===== src/rtl/trap_pkg.sv =====
// -----------------------------------------------------------------------------
// trap_pkg
// Shared definitions for the machine-mode trap controller: CSR addresses,
// trap cause codes, mstatus bit positions and small decode helpers.
// Ports: none (package).
// Optional feature macro: TRAP_CTRL_TIMER_EN (adds the mtime/mtimecmp CSRs).
// -----------------------------------------------------------------------------
package trap_pkg;

    // Read/write CSR addresses; the read-only alias of each is the same
    // address with bit 11 set (0x7Cx -> 0xFCx).
    localparam logic [11:0] CSR_MSTATUS  = 12'h7C0;
    localparam logic [11:0] CSR_MCAUSE   = 12'h7C1;
    localparam logic [11:0] CSR_MEPC     = 12'h7C2;
    localparam logic [11:0] CSR_MEVECT   = 12'h7C3;
    localparam logic [11:0] CSR_MIE      = 12'h7C4;
    localparam logic [11:0] CSR_MIP      = 12'h7C5;
    localparam logic [11:0] CSR_MTIME    = 12'h7C6;
    localparam logic [11:0] CSR_MTIMECMP = 12'h7C7;
    localparam logic [11:0] CSR_RO_ALIAS = 12'h800;

    // Trap cause codes (mcause[4:0]).
    localparam logic [4:0] CAUSE_ILLEGAL  = 5'd2;
    localparam logic [4:0] CAUSE_EBREAK   = 5'd3;
    localparam logic [4:0] CAUSE_ECALL    = 5'd11;
    localparam logic [4:0] CAUSE_TIMER    = 5'd7;
    localparam logic [4:0] CAUSE_IRQ_BASE = 5'd16;

    // mstatus / mcause bit positions.
    localparam int MSTATUS_MIE_BIT  = 0;
    localparam int MSTATUS_MPIE_BIT = 1;
    localparam int MSTATUS_MTIE_BIT = 2;
    localparam int MCAUSE_INT_BIT   = 31;

    // The single event that takes effect in a cycle, highest priority first.
    typedef enum logic [2:0] {
        EV_NONE,
        EV_EXC,
        EV_INT,
        EV_MRET,
        EV_CSRW
    } trap_event_e;

    // True when addr selects the CSR at base through either its RW address
    // or its read-only alias.
    function automatic logic csr_hit(input logic [11:0] addr, input logic [11:0] base);
        return (addr == base) || (addr == (base | CSR_RO_ALIAS));
    endfunction

    // Exception cause when several exception requests arrive together:
    // illegal instruction beats ebreak, which beats ecall.
    function automatic logic [4:0] exc_code(input logic illegal, input logic ebreak);
        if (illegal) begin
            return CAUSE_ILLEGAL;
        end else if (ebreak) begin
            return CAUSE_EBREAK;
        end
        return CAUSE_ECALL;
    endfunction

endpackage


===== src/rtl/irq_prio_enc.sv =====
// -----------------------------------------------------------------------------
// irq_prio_enc
// Lowest-index-wins priority encoder for the pending-and-enabled interrupt
// vector.
// Ports:
//   I_req   [N-1:0]  request vector
//   O_valid          at least one request bit set
//   O_idx   [3:0]    index of the lowest set request bit (0 when none)
// -----------------------------------------------------------------------------
module irq_prio_enc #(
    parameter int N = 4
) (
    input  logic [N-1:0] I_req,
    output logic         O_valid,
    output logic [3:0]   O_idx
);

    // Scan from the top down so the lowest set bit is the last one written.
    always_comb begin
        O_valid = 1'b0;
        O_idx   = 4'd0;
        for (int i = N - 1; i >= 0; i--) begin
            if (I_req[i]) begin
                O_valid = 1'b1;
                O_idx   = 4'(i);
            end
        end
    end

endmodule


===== src/rtl/trap_ctrl.sv =====
// -----------------------------------------------------------------------------
// trap_ctrl
// Machine-mode trap controller: exception/interrupt entry, MRET, and the
// associated CSRs (mstatus, mcause, mepc, mevect, mie, mip).
// Optional feature macro: TRAP_CTRL_TIMER_EN adds mtime/mtimecmp, the
// mstatus MTIE bit and a timer interrupt ranked below all external lines.
// Ports:
//   I_clk, I_rst                  clock, synchronous active-high reset
//   I_ecall/I_ebreak/I_illegalinst exception requests
//   I_irq [NUM_IRQ-1:0]           level-sensitive interrupt lines
//   I_mret                        MRET executing this cycle
//   I_pc [31:0]                   PC of the current instruction
//   I_csrwen/I_csraddr/I_wdata    CSR write strobe, address, data
//   O_csrdata [31:0]              combinational CSR read data
//   O_trap                        one-cycle redirect pulse after trap entry
//   O_epcreturn/O_evect [31:0]    return PC and handler address
// -----------------------------------------------------------------------------
module trap_ctrl
    import trap_pkg::*;
#(
    parameter logic [31:0] VECTOR  = 32'h0000_0000,
    parameter int          NUM_IRQ = 4
) (
    input  logic               I_clk,
    input  logic               I_rst,
    input  logic               I_ecall,
    input  logic               I_ebreak,
    input  logic               I_illegalinst,
    input  logic [NUM_IRQ-1:0] I_irq,
    input  logic               I_mret,
    input  logic [31:0]        I_pc,
    input  logic               I_csrwen,
    input  logic [11:0]        I_csraddr,
    input  logic [31:0]        I_wdata,
    output logic [31:0]        O_csrdata,
    output logic               O_trap,
    output logic [31:0]        O_epcreturn,
    output logic [31:0]        O_evect
);

    logic               mstatus_mie_q,  mstatus_mie_d;
    logic               mstatus_mpie_q, mstatus_mpie_d;
    logic               mcause_int_q,   mcause_int_d;
    logic [4:0]         mcause_code_q,  mcause_code_d;
    logic [31:0]        mepc_q,         mepc_d;
    logic [31:0]        mevect_q,       mevect_d;
    logic [NUM_IRQ-1:0] mie_q,          mie_d;
    logic [NUM_IRQ-1:0] mip_q,          mip_d;
    logic               trap_q,         trap_d;

    logic               mtie_rd;
    logic               timer_hit;

`ifdef TRAP_CTRL_TIMER_EN
    logic               mstatus_mtie_q, mstatus_mtie_d;
    logic [31:0]        mtime_q,        mtime_d;
    logic [31:0]        mtimecmp_q,     mtimecmp_d;

    assign mtie_rd   = mstatus_mtie_q;
    assign timer_hit = mstatus_mtie_q && (mtime_q >= mtimecmp_q);
`else
    assign mtie_rd   = 1'b0;
    assign timer_hit = 1'b0;
`endif

    logic        enc_valid;
    logic [3:0]  enc_idx;

    // Interrupts are taken from the registered pending bits, so a line
    // raised this cycle becomes eligible on the next one.
    irq_prio_enc #(
        .N (NUM_IRQ)
    ) u_prio_enc (
        .I_req   (mip_q & mie_q),
        .O_valid (enc_valid),
        .O_idx   (enc_idx)
    );

    logic        exc_req;
    logic        int_req;
    trap_event_e ev;

    assign exc_req = I_ecall | I_ebreak | I_illegalinst;
    assign int_req = mstatus_mie_q & (enc_valid | timer_hit);

    always_comb begin
        ev = EV_NONE;
        if (exc_req) begin
            ev = EV_EXC;
        end else if (int_req) begin
            ev = EV_INT;
        end else if (I_mret) begin
            ev = EV_MRET;
        end else if (I_csrwen) begin
            ev = EV_CSRW;
        end
    end

    // Next-state for every CSR. Interrupt lines always set mip, independent
    // of which event wins; a winning mip write only clears bits whose line
    // is not asserted this cycle.
    always_comb begin
        mstatus_mie_d  = mstatus_mie_q;
        mstatus_mpie_d = mstatus_mpie_q;
        mcause_int_d   = mcause_int_q;
        mcause_code_d  = mcause_code_q;
        mepc_d         = mepc_q;
        mevect_d       = mevect_q;
        mie_d          = mie_q;
        mip_d          = mip_q | I_irq;
        trap_d         = 1'b0;
`ifdef TRAP_CTRL_TIMER_EN
        mstatus_mtie_d = mstatus_mtie_q;
        mtime_d        = mtime_q + 32'd1;
        mtimecmp_d     = mtimecmp_q;
`endif

        case (ev)
            EV_EXC: begin
                mepc_d         = I_pc;
                mcause_int_d   = 1'b0;
                mcause_code_d  = exc_code(I_illegalinst, I_ebreak);
                mstatus_mpie_d = mstatus_mie_q;
                mstatus_mie_d  = 1'b0;
                trap_d         = 1'b1;
            end
            EV_INT: begin
                mepc_d         = I_pc;
                mcause_int_d   = 1'b1;
                mcause_code_d  = enc_valid ? (CAUSE_IRQ_BASE + {1'b0, enc_idx}) : CAUSE_TIMER;
                mstatus_mpie_d = mstatus_mie_q;
                mstatus_mie_d  = 1'b0;
                trap_d         = 1'b1;
            end
            EV_MRET: begin
                mstatus_mie_d  = mstatus_mpie_q;
                mstatus_mpie_d = 1'b1;
            end
            EV_CSRW: begin
                // Only the RW addresses are writable; the aliases ignore writes.
                case (I_csraddr)
                    CSR_MSTATUS: begin
                        mstatus_mie_d  = I_wdata[MSTATUS_MIE_BIT];
                        mstatus_mpie_d = I_wdata[MSTATUS_MPIE_BIT];
`ifdef TRAP_CTRL_TIMER_EN
                        mstatus_mtie_d = I_wdata[MSTATUS_MTIE_BIT];
`endif
                    end
                    CSR_MCAUSE: begin
                        mcause_int_d  = I_wdata[MCAUSE_INT_BIT];
                        mcause_code_d = I_wdata[4:0];
                    end
                    CSR_MEPC:   mepc_d   = I_wdata;
                    CSR_MEVECT: mevect_d = I_wdata;
                    CSR_MIE:    mie_d    = I_wdata[NUM_IRQ-1:0];
                    CSR_MIP:    mip_d    = (mip_q & ~I_wdata[NUM_IRQ-1:0]) | I_irq;
`ifdef TRAP_CTRL_TIMER_EN
                    CSR_MTIME:    mtime_d    = I_wdata;
                    CSR_MTIMECMP: mtimecmp_d = I_wdata;
`endif
                    default: ;
                endcase
            end
            default: ;
        endcase
    end

    // State register; reset overrides every event in the same cycle.
    always_ff @(posedge I_clk) begin
        if (I_rst) begin
            mstatus_mie_q  <= 1'b0;
            mstatus_mpie_q <= 1'b0;
            mcause_int_q   <= 1'b0;
            mcause_code_q  <= 5'd0;
            mepc_q         <= 32'd0;
            mevect_q       <= VECTOR;
            mie_q          <= '0;
            mip_q          <= '0;
            trap_q         <= 1'b0;
`ifdef TRAP_CTRL_TIMER_EN
            mstatus_mtie_q <= 1'b0;
            mtime_q        <= 32'd0;
            mtimecmp_q     <= 32'hFFFF_FFFF;
`endif
        end else begin
            mstatus_mie_q  <= mstatus_mie_d;
            mstatus_mpie_q <= mstatus_mpie_d;
            mcause_int_q   <= mcause_int_d;
            mcause_code_q  <= mcause_code_d;
            mepc_q         <= mepc_d;
            mevect_q       <= mevect_d;
            mie_q          <= mie_d;
            mip_q          <= mip_d;
            trap_q         <= trap_d;
`ifdef TRAP_CTRL_TIMER_EN
            mstatus_mtie_q <= mstatus_mtie_d;
            mtime_q        <= mtime_d;
            mtimecmp_q     <= mtimecmp_d;
`endif
        end
    end

    // Redirect outputs derive from the CSRs just written at trap entry, so
    // they are valid in the same cycle that O_trap is high.
    logic [31:0] evect_base;

    assign evect_base  = {mevect_q[31:2], 2'b00};
    assign O_trap      = trap_q;
    assign O_evect     = (mevect_q[0] && mcause_int_q) ? (evect_base + {25'd0, mcause_code_q, 2'b00})
                                                       : evect_base;
    assign O_epcreturn = mcause_int_q ? mepc_q : (mepc_q + 32'd4);

    // Combinational read mux; unmapped addresses read as all ones.
    always_comb begin
        O_csrdata = 32'hFFFF_FFFF;
        if (csr_hit(I_csraddr, CSR_MSTATUS)) begin
            O_csrdata = {29'd0, mtie_rd, mstatus_mpie_q, mstatus_mie_q};
        end else if (csr_hit(I_csraddr, CSR_MCAUSE)) begin
            O_csrdata = {mcause_int_q, 26'd0, mcause_code_q};
        end else if (csr_hit(I_csraddr, CSR_MEPC)) begin
            O_csrdata = mepc_q;
        end else if (csr_hit(I_csraddr, CSR_MEVECT)) begin
            O_csrdata = mevect_q;
        end else if (csr_hit(I_csraddr, CSR_MIE)) begin
            O_csrdata = {{(32 - NUM_IRQ){1'b0}}, mie_q};
        end else if (csr_hit(I_csraddr, CSR_MIP)) begin
            O_csrdata = {{(32 - NUM_IRQ){1'b0}}, mip_q};
        end
`ifdef TRAP_CTRL_TIMER_EN
        else if (csr_hit(I_csraddr, CSR_MTIME)) begin
            O_csrdata = mtime_q;
        end else if (csr_hit(I_csraddr, CSR_MTIMECMP)) begin
            O_csrdata = mtimecmp_q;
        end
`endif
    end

endmodule


===== config.mk =====
export PLATFORM = sky130hd
export DESIGN_NAME = trap_ctrl
export DESIGN_NICKNAME = d
export VERILOG_FILES = /design/src/rtl/trap_pkg.sv /design/src/rtl/irq_prio_enc.sv /design/src/rtl/trap_ctrl.sv
export SDC_FILE = /design/constraint.sdc
export NUM_CORES = 1
export LEC_CHECK = 0
export CAP_MARGIN = 20
export CORE_MARGIN = 10
export CORE_UTILIZATION = 47
export CTS_BUF_LIST = sky130_fd_sc_hd__clkbuf_4 sky130_fd_sc_hd__clkbuf_8
export DETAILED_ROUTE_END_ITERATION = 8
export GPL_ROUTABILITY_DRIVEN = 1
export PLACE_DENSITY = 0.83
export SLEW_MARGIN = 5
export SYNTH_ARGS = -nofsm -noshare
export SYNTH_HDL_FRONTEND = slang
export SYNTH_SLANG_ARGS = --single-unit

===== constraint.sdc =====
create_clock -name I_clk -period 3.46 [get_ports I_clk]
set_input_delay 0.692 -clock I_clk [delete_from_list [all_inputs] [get_ports I_clk]]
set_output_delay 0.692 -clock I_clk [all_outputs]
set_load 0.01 [all_outputs]

==> metrics.cfg <==
[die]
dieArea_mm2 = 0.0157
start_util_pct = 48.1
core_mm2 = 0.0108
rows = 38
fp.dieW_um = 125
io_pins = 184
die_y_um = 125

[route]
vias = 6176
wl_per_cell_um = 19.8
wl_um = 20800
avgViaCountPerCell = 5.88
drc = 0
drtIter0Drc = 608
ant_nets = 0
first_pass_iters = 5

[power_and_ir_drop]
power_density_mw_per_mm2 = 278
p_leak_nw = 3.07
ir_worst_vdd_v = 0.000218

[synthesis]
yosysSeqAreaShare_pct = 31.1
yosys_register_bits = 81
ys_warn_count = 0
synth-main-ff-cell = dfxtp_1
ys_types = 51
syn_avg_cell_area_um2 = 7.21
netlist_area_mm2 = 0.00521
synth_cells = 723
synth-edff-count = 0
async_flop_share_pct = 0

[finish]
fin_cells = 1051
nets = 1002
insertedDiodeCount = 0
final_area_mm2 = 0.00771
final_layout_size_suffix_gt1_share_pct = 11.2
area_growth_pct = 48.0

[timing]
slew_headroom_pct = 42.0
fmax_mhz = 295
hold_viol = 0
finalSetupViolations = 0
worstMarginPinSlew_ns = 0.869
skew_ns = 0.0118
fin_ws_ns = 0.0697
slew_viol_final = 0
post-route-min-period_ns = 3.39
fin_crit_sh_pct = 98.0

[placement]
gp_congestion = 1.01
dpl.hpwl_um = 15900
port_buffers = 181
placed_cell_area_mm2 = 0.00734
post-place-cells = 1035
pre_cts_ws_ns = -0.205

[clock_network]
clkTransAtPathRegs_ns = 0.08
insertion_delay_ns = 0.36
clockRootBuffer = clkbuf_8
clkSinkCount = 81
cts_tree = yes
cts_max_level = 3
postCtsHoldBufs = 0
cts_buffers = 9
cts_buffer_depth = 2

[critical_path]
worst-setup-path-type = flip-flop to output pin
crit_path_end_kind = output pin
cp-start-kind = flip-flop
crit_fanout = 6
cp_slowest_stage_delay_ns = 0.57
crit_chain = and4_1 > nand2_1 > or3_1 > nor4_4 > xor2_1 > clkdlybuf4s50_1
cp.required_ns = 2.77
cp.arrival_ns = 2.70
critPathSlowestCell = clkdlybuf4s50_1

[grt]
antenna_found_initial = 0
grt_usage_pct = 24.9
grt_overflow = 0
first_global_vias = 6099
grt_pass1_wl_um = 32700
grt_max_degree = 45

[hold_path]
hold_class = flip-flop to flip-flop

[flow_run]
cap_violations = 0

[status]
status = completed

[cells in the mapped netlist, types with 5 or more instances]
cell type | number | share of area [%]
o22ai_1 | 28 | 3.4
nand2b_1 | 5 | 0.60
a211oi_1 | 5 | 0.72
clkbuf_1 | 35 | 2.5
a311oi_1 | 37 | 6.2
nand3_1 | 20 | 1.9
nor2_1 | 93 | 6.7
xor2_1 | 28 | 4.7
o21ai_0 | 10 | 0.96
nor3_1 | 14 | 1.3
nor4_1 | 7 | 0.84
ha_1 | 6 | 1.4
nor4b_1 | 7 | 1.2
nand2_1 | 163 | 12
and4_1 | 5 | 0.84
a21oi_1 | 50 | 4.8
xnor2_1 | 29 | 4.9
dfxtp_1 | 81 | 31
mux2i_1 | 6 | 1.2
or3_1 | 5 | 0.60
buf_2 | 10 | 0.96
and3_1 | 7 | 0.84
inv_1 | 10 | 0.72
nand4_1 | 9 | 1.1
mux2_2 | 5 | 1.1
[per-stage QoR]
step	hold slack (ns)	power, W	utilization [%]	setup TNS (ns)
CTS	0.470	0.00213	70.0	0
floorplan	0.432	0.00116	-	0
detailed placement	0.460	0.00138	67.7	-4.95
global route	0.496	0.00221	71.2	-0.0269
global placement	0.449	0.00137	67.7	-3.20
finish	0.471	0.00214	71.2	0
[flip-flops by register name, indices dropped and copies added (netlist names)]
register	cells
mepc_q	32
mevect_q	32
mcause_code_q	5
mie_q	4
mip_q	4
O_trap	1
mcause_int_q	1
mstatus_mie_q	1
mstatus_mpie_q	1
[cells by family after synthesis]
kind of cell               after synthesis  share of synthesized area [%]
muxes                                   11                           2.23
and+or+nand+nor                        353                           30.4
AOI/OAI and AO/OA                      147                           19.1
adders and majority gates                7                           1.82
other                                    1                         0.0719
buffers and inverters                   66                           5.71
DFF                                     81                           31.1
xor gates and xnor gates                57                           9.58
[power breakdown]
part	switching (W)	total (W)	internal [W]
sequential	0.0000472	0.00101	0.000967
combinational	0.000153	0.000354	0.000201
clock	0.000358	0.000774	0.000416
total	0.000558	0.00214	0.00158
[per-layer routing]
metal  GRT usage, %  routed length, µm
met1           30.0               8410
met4           9.21                527
met5              0                  0
met3           6.17               1790
met2           41.8              10100
[path summary, 6_finish.rpt]
check / cells after the start / slack, ns / from / to
worst max-delay path: 6 / 0.07 / mevect_q[14]$_SDFFE_PP0P_ / O_evect[31]
worst min-delay path: 2 / 0.47 / mevect_q[1]$_SDFFE_PP0P_ / mevect_q[1]$_SDFFE_PP0P_
worst max register to register: 5 / 1.33 / mip_q[1]$_SDFF_PP0_ / mie_q[1]$_SDFFE_PP0P_
worst min register to register: 2 / 0.47 / mevect_q[1]$_SDFFE_PP0P_ / mevect_q[1]$_SDFFE_PP0P_
[critical path, delay by kind of cell, from the launching register on]
family | cells | cell delay (ns)
xor+xnor | 1 | 0.20
buf+inv | 1 | 0.57
simple gates | 4 | 1.11
flops | 1 | 0.45
[cell type report]
type                    count  area (µm²)
well taps                 140         175
clock inverters             3        67.6
repair buffers            229        2240
fillers                   907        3130
multi-input cells         577        3430
clock buffers              11         139
flip-flops and latches     81        1630
inverters                  10        37.5
[cells in the final DEF, fill, tap and decap left out, types with 27 or more instances in the layout]
cell type | Yosys | routed
buf_4 | 4 | 41
a21oi_1 | 50 | 49
xnor2_1 | 29 | 29
nand2_1 | 163 | 163
xor2_1 | 28 | 28
clkdlybuf4s50_1 | 0 | 131
dfxtp_1 | 81 | 78
a311oi_1 | 37 | 37
o22ai_1 | 28 | 27
nor2_1 | 93 | 90
[what timing repair did]
item | in CTS | in global routing
pin swaps | 2 | 1
resized for setup | 35 | 52
endpoints found under the setup margin | 48 | 49
setup buffers | 2 | 0
Note: power is estimated with default switching activity, not from simulation.
